--- config.mk ---
export PLATFORM = sky130hd
export DESIGN_NAME = serial_subtractor
export DESIGN_NICKNAME = d
export VERILOG_FILES = /design/src/rtl/serial_subtractor.sv
export SDC_FILE = /design/constraint.sdc
export NUM_CORES = 1
export LEC_CHECK = 0
export CORE_ASPECT_RATIO = 0.75
export CORE_UTILIZATION = 42
export DETAILED_ROUTE_END_ITERATION = 10
export GPL_ROUTABILITY_DRIVEN = 0
export PLACE_DENSITY_LB_ADDON = 0.15
export SLEW_MARGIN = 20
export SYNTH_ARGS = -nofsm -noshare
export SYNTH_HDL_FRONTEND = slang
export SYNTH_SLANG_ARGS = --single-unit
--- constraint.sdc ---
create_clock -name CLK -period 5.8 [get_ports CLK]
set_input_delay 0.87 -clock CLK [delete_from_list [all_inputs] [get_ports CLK]]
set_output_delay 0.87 -clock CLK [all_outputs]
set_load 0.02 [all_outputs]
--- src/rtl/serial_subtractor.sv ---
// Bit-serial LSB-first subtractor: computes a - b - borrow_in one bit per clock,
// streaming each difference bit out and publishing the parallel result at the end.
module serial_subtractor #(
  parameter int unsigned WIDTH = 8
) (
  input  logic             CLK,
  input  logic             RST,
  input  logic             start,
  input  logic [WIDTH-1:0] a,
  input  logic [WIDTH-1:0] b,
  input  logic             borrow_in,
  output logic             busy,
  output logic             bit_out,
  output logic             bit_valid,
  output logic             done,
  output logic [WIDTH-1:0] diff,
  output logic             borrow_out,
  output logic             zero
);

  localparam int unsigned CW = (WIDTH > 1) ? $clog2(WIDTH) : 1;

  typedef enum logic [1:0] {IDLE, RUN, DONE} state_t;

  state_t           state, state_nx;
  logic [WIDTH-1:0] sa, sb, diff_nx;
  logic [CW-1:0]    cnt;
  logic             br, d, br_nx, last;

  // Per-bit full subtractor and next-state decode
  always_comb begin
    d        = sa[0] ^ sb[0] ^ br;
    br_nx    = (~sa[0] & sb[0]) | (~(sa[0] ^ sb[0]) & br);
    last     = (cnt == CW'(WIDTH - 1));
    diff_nx  = diff;
    diff_nx[cnt] = d;
    state_nx = state;
    case (state)
      IDLE:    if (start) state_nx = RUN;
      RUN:     if (last) state_nx = DONE;
      DONE:    state_nx = IDLE;
      default: state_nx = IDLE;
    endcase
  end

  always_ff @(posedge CLK or posedge RST) begin
    if (RST) state <= IDLE;
    else     state <= state_nx;
  end

  // Operand shifters, borrow flop and registered outputs
  always_ff @(posedge CLK or posedge RST) begin
    if (RST) begin
      sa         <= '0;
      sb         <= '0;
      br         <= 1'b0;
      cnt        <= '0;
      busy       <= 1'b0;
      bit_out    <= 1'b0;
      bit_valid  <= 1'b0;
      done       <= 1'b0;
      diff       <= '0;
      borrow_out <= 1'b0;
      zero       <= 1'b0;
    end else begin
      done      <= 1'b0;
      bit_valid <= 1'b0;
      case (state)
        IDLE: begin
          if (start) begin
            sa         <= a;
            sb         <= b;
            br         <= borrow_in;
            cnt        <= '0;
            busy       <= 1'b1;
            diff       <= '0;
            borrow_out <= 1'b0;
            zero       <= 1'b0;
          end
        end
        RUN: begin
          bit_out   <= d;
          bit_valid <= 1'b1;
          diff      <= diff_nx;
          br        <= br_nx;
          sa        <= sa >> 1;
          sb        <= sb >> 1;
          cnt       <= cnt + CW'(1);
          if (last) begin
            done       <= 1'b1;
            borrow_out <= br_nx;
            zero       <= (diff_nx == '0);
          end
        end
        DONE: begin
          busy <= 1'b0;
        end
        default: begin
          busy <= 1'b0;
        end
      endcase
    end
  end

endmodule

======== Word-level counts from Yosys, hierarchy flattened ========
Index checks and enable logic that the tools add are counted.
operators by class
  $add $sub $neg .......................... 1
  order comparisons ....................... 2
  eq/ne operators ......................... 4
  muxes and demuxes ....................... 26
  bitwise gates (word level) .............. 8
  reductions and logical operators ........ 8
operators by type and width
  operator                                                            count
  one-hot mux 8 bit (2 select lines)                                  3
  two-way mux 8 bit                                                   3
  two-way mux 1 bit                                                   9
  bitwise mux 8 bit                                                   1
  logical NOT 8 bit                                                   1
  one-hot mux 1 bit (2 select lines)                                  4
  one-hot mux 3 bit (2 select lines)                                  1
  AND reduction 2 bit                                                 3
  less-than comparator 3 x 4 -> 1 bit (second input constant)         1
  two-way mux 2 bit                                                   2
  inequality test 2 bit (second input constant)                       2
  one-hot mux 2 bit (2 select lines)                                  1
  adder 3 x 1 -> 3 bit (second input constant)                        1
  demux 1 bit (select 3 bit)                                          1
  == test 3 bit (second input constant)                               1
  greater-or-equal comparator 3 x 1 -> 1 bit (second input constant)  1
  two-way mux 3 bit                                                   1
  inverter 1 bit                                                      3
  AND reduction 3 bit                                                 1
  AND 1 bit                                                           2
  == test 2 x 1 -> 1 bit (second input constant)                      1
  logical NOT 2 bit                                                   1
  nonzero test 2 bit                                                  1
  XOR 1 bit                                                           2
  2 further kinds                                                     2
word-level totals
  register bits ........................... 36
  bits of input ports ..................... 20
  output and inout port bits .............. 14
  logic and storage cells ................. 61

======== Logic depth before layout (Yosys ltp) ========
  depth after elaboration ................. 8
  depth in mapped cells ................... 7
  gate-level depth less buffers ........... 6

======== Worst setup path after synthesis ========
Ideal clock, no wire load.
  path kind ............................... reg2reg
  start ................................... register sb[0]
  end ..................................... register zero
  setup time .............................. 0.067 ns
  data arrival time ....................... 1.870 ns
  required time ........................... 5.733 ns
  slack ................................... 3.862 ns
  stages on the path, launching flop included .. 7
  buffers on the path ..................... 0
  clock period less this slack ............ 1.938 ns
  path through ............................ dfrtp_1 inv_1 fa_1 or3_1 a211o_1 a32oi_1 a32o_1
on the way
  word-level cells in the longest chain between the ends .. 6
ends and longest elaborated chain
  element                             RTL line  text
  from (decl)                         26        logic [WIDTH-1:0] sa, sb, diff_nx;
  from (signal assigned)              87        sb <= sb >> 1;
  XOR 1 bit (2 in series)             32        d = sa[0] ^ sb[0] ^ br;
  via d                               28        logic br, d, br_nx, last;
  bitwise mux 8 bit                   36        diff_nx[cnt] = d;
  logical NOT 8 bit                   92        zero <= (diff_nx == '0);
  two-way mux 1 bit                   89        if (last) begin
  one-hot mux 1 bit (2 select lines)  68        case (state)
  to (signal assigned)                92
  to (decl)                           18        output logic zero
The timed path passes the listed nets, and every way through them passes these cells. The select of a mux whose other input is x is not followed.
A chain may end at the register's enable or synchronous reset.

======== Worst setup path in the final report ========
  start ................................... register diff[1]
  end ..................................... output port diff[1]
RTL lines
  element                 RTL line  text
  from (decl)             16        output logic [WIDTH-1:0] diff,
  from (signal assigned)  84        diff <= diff_nx;
No word-level cell between the ends.

==> qor.csv <==
metric,value,unit
setup bufs post-CTS,0,
Hold EP,sa[1]$_DFFE_PP0P_,
Hold Fails Final Rpt,0,
Final Total Pwr,1.24,mW
final setup fails,0,
I/O Buffers,33,
wire length on met3,184,µm
clock-pin slew on the worst setup and hold paths,0.06,ns
DR iter-0 viols,124,
CP peak stage delay,0.63,ns
Hold Buf Count CTS,0,
most common library cells after synthesis,"dfrtp_1 (36), nand2_1 (25), o21ai_1 (21)",
register area share after synthesis,48.6,%
Max rail drop VDD,249,µV
H-tree depth,2,
initial antenna violation count,0,
startpoint types,register,
max layer used,met4,
# nets final,249,
synth top area cells,"dfrtp_1 (49%), mux2i_1 (8.1%), o21ai_1 (5.7%)",
global-route wire length before repair,6960,µm
Slew Limit Headroom,63.3,%
critical path class,reg2out,
Yosys reg bits,36,
Syn Area/Cell,9.61,µm²
PD cells,539,nW/µm²
M1 WL,1910,µm
max_cap viols,0,
"Design Area, Final",2300,µm²
Final min period,2.19,ns
FF-to-FF Start,sb[0]$_DFFE_PP0P_,
Hold Path Class,reg2reg,
latest clock arrival within the worst-skew pair,0.28,ns
"Net Count, Synth",217,
Post-synth EDFFs,0,
warnings from Yosys,0,
Yosys cell types,38,
skew final,0.00513,ns
Clock Path Buffers,2,
die height,59.6,µm
Synth Instances,193,
Setup TNS,0,ns
crit-path cells,clkdlybuf4s50_1,
outcome,completed,
Slew Limit Fails,0,
core outline area,4150,µm²
Synth top area share,48.6,%
placed insts,273,
Pre-Repair DR Iteration Count,4,
crit-path leading delay family,buffers and inverters,
largest net degree at the start of global routing,42,
via/cell ratio,5.39,
"count leader, synth",dfrtp_1,
Critical R2R Capture,zero$_DFFE_PP0P_,
DR WL met2,1890,µm
placed cell area,2230,µm²
cell taking the most area after synthesis,dfrtp_1,
routed via count,1499,
ANT cells,0,
Synth-to-Final Area Change,23.8,%
worst endpoint required time,4.93,ns
CP Capture Type,output port,
post-CTS resize count,0,
CP max FO,5,
DP Wirelength,2830,µm
hold_sp,sa[1]$_DFFE_PP0P_,
initial core utilization,44.7,%
layout cells sized above 1,5.38,%
vias in the first global route,1459,
"Top FF cell, synth",dfrtp_1,
CTS tree,done,
RSZ-0062 raised after global routing,no,
Final ANT Viol Nets,0,
CTS Buf Count,5,
global route total overflow,0,
crit path DAT,1.32,ns
total clock sinks,36,
Post-Layout Cell Count,278,
# rows,20,
Tot GR Track Use,19.9,%
die width,78.8,µm
I/O pin total,34,
slowest cell on the critical path,clkdlybuf4s50_1,
static leakage,0.973,nW
CP Buf/Inv Count,1,
Least-Margin Pin Slew,0.551,ns
Syn Std Cell Area,1860,µm²
Root Buffer,clkbuf_8,
Wirelength per Cell,14.5,µm
Max Freq,456,MHz
WL final,4030,µm
asr flop ratio synth,100,%
die area,4690,µm²
final worst-path cycle share,37.8,%
R2R cell count,6,
# DRC,0,
hold depth,2,
r2r setup slk,3.62,ns
## registers in the layout, indices dropped and copies added (netlist names)
register	cells
diff	8
sa	8
sb	8
cnt	3
state	2
bit_out	1
bit_valid	1
borrow_out	1
br	1
busy	1
done	1
zero	1
## cell families (layout without fill, tap and decap cells)
logic type	Yosys count	in the layout	share of synthesized area, %
compound gates	59	59	19.7
simple gates	55	55	14.0
fa+ha+maj	4	4	3.51
buf+inv	24	54	6.20
mux	15	15	8.09
flops	36	36	48.6
## power by group
part / total (mW) / switching, mW / internal [mW]
sequential: 0.462 / 0.113 / 0.349
combinational: 0.623 / 0.339 / 0.284
clock: 0.154 / 0.0771 / 0.0772
total: 1.24 / 0.529 / 0.710
## layout make-up
type | instances | area, µm²
timing repair buffer | 36 | 353
inverter | 13 | 62.6
fill | 396 | 1860
sequential | 36 | 901
tap | 55 | 68.8
multi-input combinational | 133 | 843
clock buffer | 5 | 68.8
## worst max-delay path by stage
stage | from | end | slack [ns] | cells after the start
2_1_floorplan | sb[0]$_DFFE_PP0P_ | zero$_DFFE_PP0P_ | 3.86 | 6
3_3_place_gp | start | diff[5]$_DFFE_PP0P_ | 3.63 | 5
3_5_place_dp | start | diff[6]$_DFFE_PP0P_ | 3.57 | 5
4_1_cts | diff[1]$_DFFE_PP0P_ | diff[1] | 3.60 | 1
5_1_grt | diff[1]$_DFFE_PP0P_ | diff[1] | 3.55 | 1
6_report | diff[1]$_DFFE_PP0P_ | diff[1] | 3.61 | 1
## metrics by stage
step / hold slack (ns) / setup WS, ns / utilization (%)
floorplan: 0.455 / 3.86 / -
global placement: 0.465 / 3.63 / 53.6
detailed placement: 0.475 / 3.57 / 53.6
CTS: 0.490 / 3.60 / 55.3
global route: 0.517 / 3.55 / 55.3
finish: 0.487 / 3.61 / 55.3
## per-layer routing
layer	global-route usage, %	vias up
met5	0	-
met4	8.73	0
met3	4.62	7
met2	30.3	41
met1	27.2	715
li1	-	736
## layout by cell type (no fill, tap or decap), types with 3 or more instances in the layout
master / count
o31ai_1: 4
clkdlybuf4s50_1: 33
inv_1: 11
a21oi_1: 9
clkbuf_8: 5
nand3_1: 3
o21ai_0: 5
nor2_1: 12
dfrtp_1: 36
nand2_1: 25
mux2i_1: 15
nor2b_1: 6
buf_4: 3
o21ai_1: 21
No activity file was read; power rests on OpenSTA's default activity.
